### src/rtl/morse_game_pkg.sv
// Shared types and helpers for the Morse memory game controller.
package morse_game_pkg;

  typedef enum logic [2:0] {
    StIdle,
    StArmed,
    StShow,
    StWait,
    StResult,
    StOver
  } state_e;

  localparam logic [1:0] LvlEasy = 2'd0;
  localparam logic [1:0] LvlMed  = 2'd1;
  localparam logic [1:0] LvlHard = 2'd2;

  localparam int unsigned LfsrW          = 16;
  localparam int unsigned MaxScoreDigits = 8;
  localparam int unsigned BcdW           = 4 * MaxScoreDigits;

  // Increment the low `digits` BCD digits of val; saturates at all-9s instead of wrapping.
  function automatic logic [BcdW-1:0] bcd_inc(input logic [BcdW-1:0] val,
                                               input int unsigned digits);
    logic [BcdW-1:0] res;
    logic            carry;
    logic            all9;
    res   = val;
    carry = 1'b1;
    all9  = 1'b1;
    for (int unsigned i = 0; i < MaxScoreDigits; i++) begin
      if (i < digits && val[4*i+:4] != 4'd9) all9 = 1'b0;
    end
    if (!all9) begin
      for (int unsigned i = 0; i < MaxScoreDigits; i++) begin
        if (i < digits && carry) begin
          if (res[4*i+:4] == 4'd9) begin
            res[4*i+:4] = 4'd0;
          end else begin
            res[4*i+:4] = res[4*i+:4] + 4'd1;
            carry       = 1'b0;
          end
        end
      end
    end
    return res;
  endfunction

endpackage

### src/rtl/morse_game_if.sv
// Handshake/status bundle between the game controller and its host.
interface morse_game_if #(
  parameter int unsigned DIGIT_W      = 4,
  parameter int unsigned SCORE_DIGITS = 2,
  parameter int unsigned MAX_MISSES   = 3
);
  localparam int unsigned MissW = $clog2(MAX_MISSES + 1);

  logic                      logged_in;
  logic                      game_start;
  logic                      load;
  logic [DIGIT_W-1:0]        user_input;
  logic [1:0]                level;
  logic                      logout;
  logic [DIGIT_W-1:0]        number;
  logic                      reconfig;
  logic                      enable;
  logic                      correct;
  logic [4*SCORE_DIGITS-1:0] score;
  logic [MissW-1:0]          misses;
  logic                      game_over;
  logic                      logout_req;

  modport master (
    output logged_in, game_start, load, user_input, level, logout,
    input  number, reconfig, enable, correct, score, misses, game_over, logout_req
  );

  modport slave (
    input  logged_in, game_start, load, user_input, level, logout,
    output number, reconfig, enable, correct, score, misses, game_over, logout_req
  );
endinterface

### src/rtl/morse_lfsr.sv
// Free-running maximal-length Galois LFSR, seeded with 1 (never reaches all-zero).
module morse_lfsr #(
  parameter int unsigned Width = 16
) (
  input  logic             clk_i,
  input  logic             rst_ni,
  output logic [Width-1:0] state_o
);

  // Maximal tap masks for widths 3..16; other widths fall back to a plain rotate.
  function automatic logic [31:0] tap_mask(input int unsigned w);
    case (w)
      3:       return 32'h0006;
      4:       return 32'h000C;
      5:       return 32'h0014;
      6:       return 32'h0030;
      7:       return 32'h0060;
      8:       return 32'h00B8;
      9:       return 32'h0110;
      10:      return 32'h0240;
      11:      return 32'h0500;
      12:      return 32'h0E08;
      13:      return 32'h1C80;
      14:      return 32'h3802;
      15:      return 32'h6000;
      16:      return 32'hB400;
      default: return 32'h1 << (w - 1);
    endcase
  endfunction

  localparam logic [31:0]      TapFull = tap_mask(Width);
  localparam logic [Width-1:0] Taps    = TapFull[Width-1:0];

  logic [Width-1:0] lfsr_q, lfsr_d;

  always_comb begin
    lfsr_d = lfsr_q >> 1;
    if (lfsr_q[0]) lfsr_d = lfsr_d ^ Taps;
  end

  always_ff @(posedge clk_i or negedge rst_ni) begin
    if (!rst_ni) lfsr_q <= Width'(1);
    else         lfsr_q <= lfsr_d;
  end

  assign state_o = lfsr_q;

endmodule

### src/rtl/morse_game_ctrl.sv
// Morse memory game sequencer: shows a target, times the answer window, keeps BCD score/misses.
module morse_game_ctrl
  import morse_game_pkg::*;
#(
  parameter int unsigned DIGIT_W      = 4,
  parameter int unsigned SCORE_DIGITS = 2,
  parameter int unsigned SHOW_TICKS   = 250_000_000,
  parameter int unsigned WIN_EASY     = 500_000_000,
  parameter int unsigned WIN_MED      = 250_000_000,
  parameter int unsigned WIN_HARD     = 100_000_000,
  parameter int unsigned MAX_MISSES   = 3
) (
  input logic         clk,
  input logic         rst,
  morse_game_if.slave game_io
);

  localparam int unsigned MaxWin   = (WIN_EASY > WIN_MED) ?
                                     ((WIN_EASY > WIN_HARD) ? WIN_EASY : WIN_HARD) :
                                     ((WIN_MED > WIN_HARD) ? WIN_MED : WIN_HARD);
  localparam int unsigned MaxTicks = (SHOW_TICKS > MaxWin) ? SHOW_TICKS : MaxWin;
  localparam int unsigned TimerW   = $clog2(MaxTicks + 1);
  localparam int unsigned ScoreW   = 4 * SCORE_DIGITS;
  localparam int unsigned MissW    = $clog2(MAX_MISSES + 1);

  state_e              state_q;
  logic [TimerW-1:0]   timer_q;
  logic [1:0]          level_q;
  logic [DIGIT_W-1:0]  number_q;
  logic [ScoreW-1:0]   score_q, score_d;
  logic [MissW-1:0]    misses_q;
  logic                reconfig_q, enable_q, correct_q, game_over_q, logout_req_q;
  logic [TimerW-1:0]   win_load;
  logic [BcdW-1:0]     score_inc;
  logic [LfsrW-1:0]    lfsr_state;
  logic                hit;
  logic                unused_lfsr;

  morse_lfsr #(
    .Width(LfsrW)
  ) u_lfsr (
    .clk_i  (clk),
    .rst_ni (rst),
    .state_o(lfsr_state)
  );

  assign unused_lfsr = ^lfsr_state[LfsrW-1:DIGIT_W];
  assign hit         = (game_io.user_input == number_q);

  always_comb begin
    score_inc = bcd_inc(BcdW'(score_q), SCORE_DIGITS);
    score_d   = score_inc[ScoreW-1:0];
  end

  // Level 3 shares the hard window.
  always_comb begin
    case (level_q)
      LvlEasy: win_load = TimerW'(WIN_EASY - 1);
      LvlMed:  win_load = TimerW'(WIN_MED - 1);
      default: win_load = TimerW'(WIN_HARD - 1);
    endcase
  end

  always_ff @(posedge clk or negedge rst) begin
    if (!rst) begin
      state_q      <= StIdle;
      timer_q      <= '0;
      level_q      <= LvlEasy;
      number_q     <= '0;
      score_q      <= '0;
      misses_q     <= '0;
      reconfig_q   <= 1'b0;
      enable_q     <= 1'b0;
      correct_q    <= 1'b0;
      game_over_q  <= 1'b0;
      logout_req_q <= 1'b0;
    end else begin
      reconfig_q   <= 1'b0;
      logout_req_q <= 1'b0;
      if (state_q != StIdle && (game_io.logout || !game_io.logged_in)) begin
        state_q      <= StIdle;
        timer_q      <= '0;
        enable_q     <= 1'b0;
        game_over_q  <= 1'b0;
        logout_req_q <= game_io.logout;
      end else begin
        unique case (state_q)
          StIdle: if (game_io.logged_in) state_q <= StArmed;
          StArmed: begin
            if (game_io.game_start) begin
              state_q    <= StShow;
              timer_q    <= TimerW'(SHOW_TICKS - 1);
              level_q    <= game_io.level;
              score_q    <= '0;
              misses_q   <= '0;
              correct_q  <= 1'b0;
              reconfig_q <= 1'b1;
              enable_q   <= 1'b1;
              number_q   <= lfsr_state[DIGIT_W-1:0];
            end
          end
          StShow: begin
            if (timer_q == '0) begin
              state_q  <= StWait;
              timer_q  <= win_load;
              enable_q <= 1'b0;
            end else begin
              timer_q <= timer_q - TimerW'(1);
            end
          end
          StWait: begin
            // A load on the expiry cycle still counts as an answer.
            if (game_io.load || timer_q == '0) begin
              state_q   <= StResult;
              timer_q   <= TimerW'(SHOW_TICKS - 1);
              correct_q <= game_io.load && hit;
              if (game_io.load && hit) score_q  <= score_d;
              else                     misses_q <= misses_q + MissW'(1);
            end else begin
              timer_q <= timer_q - TimerW'(1);
            end
          end
          StResult: begin
            if (timer_q != '0) begin
              timer_q <= timer_q - TimerW'(1);
            end else if (misses_q == MissW'(MAX_MISSES)) begin
              state_q     <= StOver;
              game_over_q <= 1'b1;
            end else begin
              state_q    <= StShow;
              timer_q    <= TimerW'(SHOW_TICKS - 1);
              reconfig_q <= 1'b1;
              enable_q   <= 1'b1;
              number_q   <= lfsr_state[DIGIT_W-1:0];
            end
          end
          StOver: begin
            if (!game_io.game_start) begin
              state_q     <= StArmed;
              game_over_q <= 1'b0;
            end
          end
          default: state_q <= StIdle;
        endcase
      end
    end
  end

  assign game_io.number     = number_q;
  assign game_io.reconfig   = reconfig_q;
  assign game_io.enable     = enable_q;
  assign game_io.correct    = correct_q;
  assign game_io.score      = score_q;
  assign game_io.misses     = misses_q;
  assign game_io.game_over  = game_over_q;
  assign game_io.logout_req = logout_req_q;

endmodule

### src/flat_wrapper.sv
// flat-port wrapper written by rule: the top's interface ports become plain ports
module morse_game_ctrl_flat import morse_game_pkg::*;
#(
  parameter int unsigned DIGIT_W      = 4,
  parameter int unsigned SCORE_DIGITS = 2,
  parameter int unsigned SHOW_TICKS   = 250_000_000,
  parameter int unsigned WIN_EASY     = 500_000_000,
  parameter int unsigned WIN_MED      = 250_000_000,
  parameter int unsigned WIN_HARD     = 100_000_000,
  parameter int unsigned MAX_MISSES   = 3
)
  (clk, rst, game_io_logged_in, game_io_game_start, game_io_load, game_io_user_input, game_io_level, game_io_logout, game_io_number, game_io_reconfig, game_io_enable, game_io_correct, game_io_score, game_io_misses, game_io_game_over, game_io_logout_req);
  morse_game_if #(.DIGIT_W(DIGIT_W), .SCORE_DIGITS(SCORE_DIGITS), .MAX_MISSES(MAX_MISSES)) game_io_i ();
  input logic clk;
  input logic rst;
  input wire logic [$bits(game_io_i.logged_in)-1:0] game_io_logged_in;
  input wire logic [$bits(game_io_i.game_start)-1:0] game_io_game_start;
  input wire logic [$bits(game_io_i.load)-1:0] game_io_load;
  input wire logic [$bits(game_io_i.user_input)-1:0] game_io_user_input;
  input wire logic [$bits(game_io_i.level)-1:0] game_io_level;
  input wire logic [$bits(game_io_i.logout)-1:0] game_io_logout;
  output wire logic [$bits(game_io_i.number)-1:0] game_io_number;
  output wire logic [$bits(game_io_i.reconfig)-1:0] game_io_reconfig;
  output wire logic [$bits(game_io_i.enable)-1:0] game_io_enable;
  output wire logic [$bits(game_io_i.correct)-1:0] game_io_correct;
  output wire logic [$bits(game_io_i.score)-1:0] game_io_score;
  output wire logic [$bits(game_io_i.misses)-1:0] game_io_misses;
  output wire logic [$bits(game_io_i.game_over)-1:0] game_io_game_over;
  output wire logic [$bits(game_io_i.logout_req)-1:0] game_io_logout_req;
  assign game_io_i.logged_in = game_io_logged_in;
  assign game_io_i.game_start = game_io_game_start;
  assign game_io_i.load = game_io_load;
  assign game_io_i.user_input = game_io_user_input;
  assign game_io_i.level = game_io_level;
  assign game_io_i.logout = game_io_logout;
  assign game_io_number = game_io_i.number;
  assign game_io_reconfig = game_io_i.reconfig;
  assign game_io_enable = game_io_i.enable;
  assign game_io_correct = game_io_i.correct;
  assign game_io_score = game_io_i.score;
  assign game_io_misses = game_io_i.misses;
  assign game_io_game_over = game_io_i.game_over;
  assign game_io_logout_req = game_io_i.logout_req;
  morse_game_ctrl #(.DIGIT_W(DIGIT_W), .SCORE_DIGITS(SCORE_DIGITS), .SHOW_TICKS(SHOW_TICKS), .WIN_EASY(WIN_EASY), .WIN_MED(WIN_MED), .WIN_HARD(WIN_HARD), .MAX_MISSES(MAX_MISSES)) u_core (.clk(clk), .rst(rst), .game_io(game_io_i));
endmodule
### config.mk
export PLATFORM = sky130hd
export DESIGN_NAME = morse_game_ctrl_flat
export DESIGN_NICKNAME = d
export VERILOG_FILES = /design/src/rtl/morse_game_pkg.sv /design/src/rtl/morse_game_if.sv /design/src/rtl/morse_lfsr.sv /design/src/rtl/morse_game_ctrl.sv /design/src/flat_wrapper.sv
export SDC_FILE = /design/constraint.sdc
export NUM_CORES = 1
export LEC_CHECK = 0
export CORE_UTILIZATION = 45
export CTS_BUF_LIST = sky130_fd_sc_hd__clkbuf_4 sky130_fd_sc_hd__clkbuf_8
export CTS_CLUSTER_SIZE = 14
export DETAILED_ROUTE_END_ITERATION = 10
export DONT_BUFFER_PORTS = 1
export HOLD_SLACK_MARGIN = 0.1
export PLACE_DENSITY = 0.65
export SYNTH_ARGS = -nofsm -noshare
export SYNTH_HDL_FRONTEND = slang
export SYNTH_SLANG_ARGS = --single-unit
### constraint.sdc
create_clock -name clk -period 4 [get_ports clk]
set_input_delay 0.8 -clock clk [delete_from_list [all_inputs] [get_ports clk]]
set_output_delay 0.8 -clock clk [all_outputs]
set_load 0.005 [all_outputs]
# Yosys cells after proc, flatten, opt, wreduce, memory -nomap -nowiden
# Cells that the tools add are included.
dict set report word_totals {
  regBits 69
  latch_bits 0
  ram_bits 0
  romBits 0
  in_bits 12
  output_inout_bits 19
  word_cells 131
  n_memories 0
}
dict set report classes {
  addsub 4
  multipliers 0
  n_div 0
  n_lt_le_gt_ge 0
  n_eq_ne 29
  shift 0
  mux 58
  bitwise_logic 2
  n_reduce_logical 25
}
# operator n
set ops {}
lappend ops {{$mux 29} 6}
lappend ops {{$pmux 29 s4} 1}
lappend ops {{$pmux 29 s2} 1}
lappend ops {{$mux 8} 4}
lappend ops {{$logic_not 29->1} 1}
lappend ops {{$reduce_bool 29->1} 1}
lappend ops {{$sub 29x1->29 const B} 1}
lappend ops {{$mux 3} 8}
lappend ops {{$mux 4} 6}
lappend ops {{$mux 1} 20}
lappend ops {{$pmux 3 s6} 1}
lappend ops {{$mux 16} 1}
lappend ops {{$pmux 8 s2} 1}
lappend ops {{$ne 3x2->1 const B} 5}
lappend ops {{$reduce_and 5->1} 3}
lappend ops {{$reduce_and 6->1} 2}
lappend ops {{$ne 2x2->1 const B} 5}
lappend ops {{$ne 3x1->1 const B} 3}
lappend ops {{$add 4x1->4 const B} 2}
lappend ops {{$eq 4x4->1 const B} 2}
lappend ops {{$ne 4x4->1 const B} 2}
lappend ops {{$pmux 4 s2} 1}
lappend ops {{$reduce_and 4->1} 2}
lappend ops {{$reduce_and 7->1} 1}
lappend ops {{other kinds (25)} 38}

# Longest topological paths before layout
# Gate-level depths: netlist of run 1.
dict set report logic_depth {
  word_depth 9
  mapped_depth 10
  ltp_nobuf 8
}

# Hierarchy
# From an unflattened synthesis of run 1, not the netlist that was laid out.
dict set report hier_totals {
  cells_unflattened 419
  area_unflattened_um2 3852.4
}
# module instances cells_each area_each_um2 seq_area_each_um2
set modules_own_cells {}
lappend modules_own_cells {morse_game_ctrl 1 387 3326.9 1326.3}
lappend modules_own_cells {morse_lfsr 1 32 525.5 401.6}

# Least setup slack after synthesis of run 1
# OpenSTA, ideal clock, no wires.
dict set report synth_path {
  path_kind {reg2reg}
  startpoint {register u_core.timer_q[0]}
  endpoint {register u_core.score_q[7], in the netlist u_core.game_io.score[7]}
  arrival_time_ns 2.352
  required_ns 3.913
  slack_ns 1.561
  stages_incl_launch_ff 9
  period_less_slack_ns 2.439
  path_cell_list {dfrtp_1 > inv_1 > ha_1 > nor3b_1 > nand4_2 > nor4b_2 > nor2_1 > or4_1 > o211ai_1}
}
dict set report synth_via {
  elab_chain_cells 4
}
# item line_no
set synth_rtl {}
lappend synth_rtl {{start, declared} morse_game_ctrl.sv:27} ;# logic [TimerW-1:0] timer_q;
lappend synth_rtl {{start signal, assigned} morse_game_ctrl.sv:92} ;# timer_q <= TimerW'(SHOW_TICKS - 1);
lappend synth_rtl {{start signal, assigned} morse_game_ctrl.sv:105} ;# timer_q <= win_load;
lappend synth_rtl {{start signal, assigned} morse_game_ctrl.sv:108} ;# timer_q <= timer_q - TimerW'(1);
lappend synth_rtl {{$logic_not 29->1} morse_game_ctrl.sv:113} ;# if (game_io.load || timer_q == '0) begin
lappend synth_rtl {{$logic_or 1x1->1} morse_game_ctrl.sv:113}
lappend synth_rtl {{$ne 2x1->1 (no source line)} --}
lappend synth_rtl {{$reduce_and 7->1 (no source line)} --}
lappend synth_rtl {{end signal, assigned} morse_game_ctrl.sv:117} ;# if (game_io.load && hit) score_q <= score_d;
lappend synth_rtl {{end, declared} morse_game_ctrl.sv:30} ;# logic [ScoreW-1:0] score_q, score_d;
# No other way between the ends.
# A chain may end at the register's enable or synchronous reset.

# Final worst setup path of run 1
dict set report layout_path {
  startpoint {register u_core.timer_q[0]}
  endpoint {register u_core.timer_q[6]}
}
dict set report layout_via {
  elab_chain_cells 5
  word_cells_on_any_way 11
  cone_classes {1 x add/sub; 1 x eq/ne; 5 x mux; 4 x reduce/logical}
}
# item
set layout_rtl {}
lappend layout_rtl {{parallel branches: the longest is 5 deep, another holds $sub 29x1->29}}
# Several ways; the timed one is not identified.

==> results of run 1 <==
[per-layer routing]
| layer | up-vias | track usage | share of wire |
|---|---|---|---|
| met3 | 16 | 0.05097 | 0.050 |
| met5 | - | 0 | 0 |
| met2 | 83 | 0.3358 | 0.46 |
| li1 | 1498 | - | - |
| met4 | 0 | 0.08333 | 0.021 |
| met1 | 1538 | 0.2993 | 0.47 |
[kinds of logic after synthesis]
family / count (synthesis) / share of synthesized area
AND/OR/NAND/NOR: 147 / 0.2138
buffers and inverters: 30 / 0.03299
AO/OA/AOI/OAI: 127 / 0.2230
multiplexers: 10 / 0.02936
XOR/XNOR: 11 / 0.02540
flip-flops: 69 / 0.4556
adder cells (fa/ha/maj): 6 / 0.01979
[flip-flops by register name, indices dropped and copies added, names as in the netlist, 2 cells and up]
register / flops
u_core.level_q: 2
u_core.state_q: 3
u_core.timer_q: 29
u_core.game_io.score: 8
u_core.game_io.misses: 2
u_core.game_io.number: 4
u_core.u_lfsr.state_o: 16
[layout make-up]
class,instances,area share
Clock buffer,9,0.03055
Timing Repair Buffer,4,0.007405
Clock inverter,7,0.01419
Inverter,12,0.01111
Sequential cell,69,0.4261
Multi-Input combinational cell,301,0.4782
Tap cell,105,0.03240
[path summary, 6_finish.rpt]
| check | from | endpoint | slack, ps | cells after the start |
|---|---|---|---|---|
| worst max-delay path | u_core.timer_q[0] | u_core.timer_q[6] | 950 | 9 |
| worst min-delay path | rst | u_core.timer_q[25] | 140 | 0 |
| worst max register to register | u_core.timer_q[0] | u_core.timer_q[6] | 950 | 9 |
| worst min register to register | u_core.u_lfsr.state_o[7] | u_core.u_lfsr.state_o[6] | 360 | 0 |
| max in group asynchronous | rst | u_core.u_lfsr.state_o[0] | 3640 | 0 |
| min in group clk | u_core.u_lfsr.state_o[7] | u_core.u_lfsr.state_o[6] | 360 | 0 |
[cell usage in the layout, fill, tap and decap left out, types with 6 or more instances in the layout]
cell type / Yosys / final
inv_1: 12 / 12
mux2_2: 9 / 9
o31ai_1: 6 / 6
nand3_1: 12 / 12
a21oi_1: 23 / 23
xor2_1: 6 / 6
ha_1: 6 / 6
clkbuf_8: 0 / 9
nor3_1: 17 / 17
a21o_1: 8 / 8
nand2_1: 28 / 28
o21ai_0: 20 / 20
or3_1: 6 / 6
o21bai_1: 7 / 7
o21ai_1: 9 / 9
a31oi_1: 13 / 13
dfrtp_1: 68 / 68
nor2_1: 37 / 37
[critical path, cell delays in order (launching register included)]
cell	delay [ps]
dfrtp_1	420
inv_1	110
ha_1	210
nor3b_1	200
buf_4	170
nand4_2	230
nor4_4	720
a31oi_2	510
a21oi_1	260
a311oi_1	70
[power breakdown]
group | switching [mW] | leakage, nW | total, mW | internal [mW]
combinational | 0.437 | 0.770 | 0.735 | 0.298
clock | 0.294 | 0.0881 | 0.527 | 0.233
sequential | 0.199 | 0.929 | 1.02 | 0.826
total | 0.929 | 1.79 | 2.29 | 1.36
==> impl_summary.md, run 1 <==
Timing
For the final database, setup skew stands at 11.71 ps. Hold is met by 136.8 ps. Setup repair after global routing left no endpoint under its margin. The post-layout minimum cycle time is 3048 ps.

Setup slack closes at 952.0 ps. The actual slew at the worst max-slew pin is 846.0 ps. The count of final hold-check violations came to 0. For this run, the top clock speed supported by timing is 0.3281 GHz. Setup total negative slack on the finished layout was measured at 0 ps.

The relative slew slack is 0.4300. The ratio of final minimum period to clock period is 0.7620. The max-slew violation total from the final report is 0. Setup violations remaining at the end of the flow were counted as 0.

Floorplanning
The core region is 0.008175 mm^2. The floorplan step defined a die boundary enclosing 0.008798 mm^2. The I/O pin count is 31. The floorplan step set the die width to 93.80 um. From bottom edge to top edge, the die measures 93.80 um.

The row count is 33. The starting density of the core is 0.4639.

Synth
Dividing the synthesized area by the synthesized cell count gives 9.481 um^2. The netlist area before placement is 0.003792 mm^2. The total number of yosys warnings is 0. The share of synthesized area in the top cell type comes to 0.4487. The unique cell type count in the Yosys netlist is 60. The post-synthesis register bit count is 69.

Of the synthesized area, sequential elements account for 0.4556. The synthesized netlist net count is 418. Counting every instance in the synthesized netlist gives 400.

Ranked by total cell area, the synthesized netlist is headed by dfrtp_1, nor2_1, a21oi_1. By count the netlist is led by dfrtp_1, nor2_1, nand2_1. By instance count, the leading cell after synthesis is dfrtp_1. The async set-or-reset flop fraction in the synthesized netlist is 1.000. The number of synthesized flops with an enable pin is 0.

In the synthesized netlist the dominant register cell turns out to be dfrtp_1. The cell taking the most area after synthesis is dfrtp_1.

Clocking
Clock-pin slew was measured on the worst setup and hold paths at 90 ps. The number of clock buffers inserted by TritonCTS is 9. Clock latency on the worst-skew pair, taken at its later pin, is 350 ps. The cell at the root of the clock tree is clkbuf_8. The number of H-tree branching levels is 3. No sink is reached through more buffers than the 2 on the longest clock path.

The number of hold buffers added after CTS was 0. The number of gates resized after CTS was 0. The number of clock sinks is 69.

The post-CTS setup-driven buffer insertion count is 0. TritonCTS built the clock tree.

Power and ir drop
For this design the static power due to leakage is 1.787 nW. The worst-case vdd ir drop is 0.0002806 V. Dividing total power by cell area gives a power density of 564.0 mW/mm^2. Overall power consumption after layout is estimated at 2.287 mW.

Final layout
The number of antenna diodes in the final layout is 0. For this run, the post-layout net count is 415. The register area is 0.001728 mm^2. The post-layout instance count excluding filler cells is 507. The fill cell total of the finished layout is 751.

The share of post-route cells with drive strength above 1 is 0.1095. The multi-input combinational cells in the finished layout cover a total of 0.001939 mm^2. After routing the design area is 0.004055 mm^2. From synthesis to final layout, the design area changed by 6.928%.

The utilization after layout is 0.4960.

Place
The post-placement cell count is 491. Once placement finished, the instance area stood at 0.003874 mm^2. Summed over all nets, the half-perimeter wirelength after detailed placement is 6.181 mm. The global placement routability congestion is 0.8725.

Prior to clock tree synthesis, the placed netlist has a worst setup slack of 1012 ps. During placement, the flow inserted port buffers numbering 0.

Detailed routing
The initial detailed-routing violation count is 302. The pre-antenna-repair detailed-routing pass consisted of 5 iterations. After detailed routing, the number of vias per cell comes to 6.183. In the final routed layout, each cell accounts on average for 17.75 um. The count of nets left with antenna violations once routing finished came out at 0. The via count is 3135. Summed over all layers, the routed wires come to 8.997 mm.

For this run, design rule violations remaining after detail routing come to 0.

Setup path
The setup path with the least slack is of type flop to flop. For the worst setup path, the data arrival time is 3250 ps. For the worst setup path, the data required time is 4200 ps.

The startpoint kind of the worst setup timing path is a flop. The capturing element type of the critical path is a flop. The maximum net fanout on the critical path is 16.

Min path
The type of the worst min-delay path is input pin to asynchronous set/reset pin.

Global route
The initial antenna violation count came to 0. The first global-routing pass estimated 14.73 mm of wire. The via count of the first global-routing pass is 2946. Entering global routing, the biggest net connects 70 pins. The overall global routing resource usage is 0.2190. The global-route congestion overflow total is 0.

Job
The number of maximum-capacitance violations is 0.

Outcome
The run finished with clean final reports.
(Power assumes the default switching activity.)
==> inputs of run 2 (changes only) <==
PLACE_DENSITY = 0.67   (was 0.65)
clock period = 2.45 ns   (was 4 ns; I/O delays follow)
==> impl_summary.md, run 2 (synthesis results as in run 1) <==
Outcome
The run finished with clean final reports.

Final layout
The most common cell after layout, fill and taps aside is dfrtp_1. The number of nets at the end of the flow is 455. The number of antenna diodes in the final layout is 0. The layout overhead on the synthesized area is 18.08%. The register with the most flip-flops in the layout has 29 of them.

Measured on the finished design, the core utilization comes to 0.5478. Ranked by flip-flop count, first place goes to u_core.timer_q. Leaving out filler cells and counting taps, the final layout contains 547. The library cells used most frequently in the layout, excluding fill and tap cells, are dfrtp_1, buf_4, nor2_1, nand2_1, a21oi_1. The share of post-route cells with drive strength above 1 is 0.2104. Counting the fill cells in the layout gives 749.

Setup path
The longest individual stage delay on the worst path is 570 ps. Traced cell by cell, the critical path runs through or4_4 -> or3_4 -> nor4_4 -> buf_4 -> buf_4 -> a21o_1 -> a31oi_1 -> a21o_1. Data arrives at the worst endpoint at 2680 ps.

STA classifies the critical path endpoint as a flop. The beginning of the worst register-to-register path is u_core.timer_q[23]. For this design, the slowest cell found on the critical path is or4_4. The kind of cell adding the most delay to the critical path is simple AND/OR/NAND/NOR gates. The required time at the endpoint of the critical path is 2700 ps. Counting cells, the worst reg-to-reg path comes to 8. In this run the number of cells on the critical path is 8. STA classifies the critical path startpoint as a flop. The launching element of the worst setup path is u_core.timer_q[23]. The critical setup path kind is flop to flop. The maximum net fanout on the critical path is 6.

The critical path contains buffers and inverters numbering 2 combined.

Min path
The worst hold path begins at game_io_logout. The type of the worst min-delay path is input pin to flop. Along the worst hold path, the cell count comes to 1.

Floorplanning
The floorplan die width is 93.80 um. In this run the core area contains 33 standard-cell rows. The I/O pin count is 31. The area inside the core boundary is 0.008175 mm^2.

The die covers 0.008798 mm^2. The y dimension of the die is 93.80 um. For this configuration, the core starts out at a cell density of 0.4639.

Global route
The overall global routing resource usage is 0.2358. The global-route wire length before repair is 15.84 mm. Entering global routing, the biggest net connects 70 pins. The initial antenna violation count is 0. The global-route congestion overflow total is 0. The via count of the first global-routing pass came to 3211.

Clocking
The number of clock sinks is 69. The buffer levels on the longest clock path is 2. TritonCTS built the clock tree. The number of H-tree branching levels is 3. The insertion delay of the later-clocked pin in the worst-skew pair is 350 ps. The number of clock buffers inserted by TritonCTS is 9. The clock-pin slew of the registers on the worst-case setup and hold paths is 80 ps. Clock tree synthesis selected as its root buffer the cell clkbuf_8.

Detailed routing
The total routed wirelength is 9.540 mm. In the final routed layout, each cell accounts on average for 17.44 um. The number of DRC violations after detailed routing is 0. The count of antenna-violating nets left after detailed routing is 0. The detailed router placed 3328 vias in this run.

After the first detailed-routing iteration, the DRC count stood at 186. The iteration count of the initial detailed-routing pass is 4. In the routed layout, each cell is associated on average with a via count of 6.084.

Place
In this run the tool buffered the top-level ports with 0 buffer cells. The HPWL after detailed placement is 6.758 mm. The post-placement cell count is 527.

The worst setup slack after placement is -40.24 ps. The congestion estimate from routability-driven global placement came to 0.8892.

Timing
The slack of the critical path is 18.59 ps. The final setup violation count is 0. Setup repair after global routing could not meet its margin everywhere. The maximum frequency from static timing analysis is 0.4113 GHz. The count of final hold-check violations is 0. In the finished design, the share of the clock period the worst path needs comes to 0.9924. At the pin with the least slew margin, the transition time is 561.6 ps. The clock skew is 9.847 ps. The post-layout minimum cycle time is 2431 ps. The hold slack is 268.3 ps. The relative slew slack is 0.6242. For the final routed database, the setup TNS stands at 0 ps. The max-slew violation total from the final report is 0.

Power and ir drop
The analysis attributes to cell leakage a power of 2.026 nW. VDD sags by at most 0.0003919 V. Dividing total power by cell area gives a power density of 950.1 mW/mm^2.

Job
The number of maximum-capacitance violations is 0.
[run 2: cell count changes in the layout (fill, tap and decap cells not counted), sizes merged]
| cell | change |
|---|---|
| clkbuf | +2 |
| clkinvlp | -1 |
| inv | -2 |
| dlygate4sd3 | +1 |
| bufinv | +1 |
| buf | +39 |
[run 2: path summary, 6_finish.rpt]
check / endpoint / slack (ps)
max in group asynchronous: u_core.u_lfsr.state_o[0] / 1440
min in group asynchronous: u_core.state_q[2] / 650
max reg2reg: u_core.timer_q[15] / 20
min reg2reg: u_core.u_lfsr.state_o[9] / 350
min: u_core.game_io.logout_req / 270
max: u_core.timer_q[15] / 20
[run 2: power by group]
group,internal (mW),switching (mW)
logic,0.759,0.910
clock network,0.513,0.462
registers,1.35,0.260
total,2.62,1.63
[run 2: area by class of cell]
cell class,instances,area (um^2),area share
multi-input combinational,301,2002,0.4471
sequential,69,1729,0.3861
timing repair buffer,44,365.4,0.08159
tap,105,131.4,0.02934
clock buffer,11,145.1,0.03241
clock inverter,5,60.06,0.01341
inverter,12,45.04,0.01006
[run 2: per-stage QoR]
step | instance area [um^2] | power [mW]
floorplan | 3792 | 2.572
global placement | 4156 | 3.126
detailed placement | 4156 | 3.168
CTS | 4413 | 4.191
global route | 4478 | 4.502
finish | 4478 | 4.255
[run 2: routing by layer]
layer | vias to the layer above | track usage | part of all wire
met5 | - | 0 | 0
met4 | 0 | 0.1115 | 0.028
met3 | 20 | 0.04773 | 0.043
met2 | 89 | 0.3613 | 0.46
met1 | 1650 | 0.3188 | 0.47
li1 | 1569 | - | -
[run 2: timing repair]
action / CTS / global route
gates resized for setup: 2 / 12
hold buffers: 2 / 0
pin swaps: 0 / 3
buffers inserted: 0 / 2
setup endpoints to repair: 4 / 36
hold endpoints to repair: 69 / 0
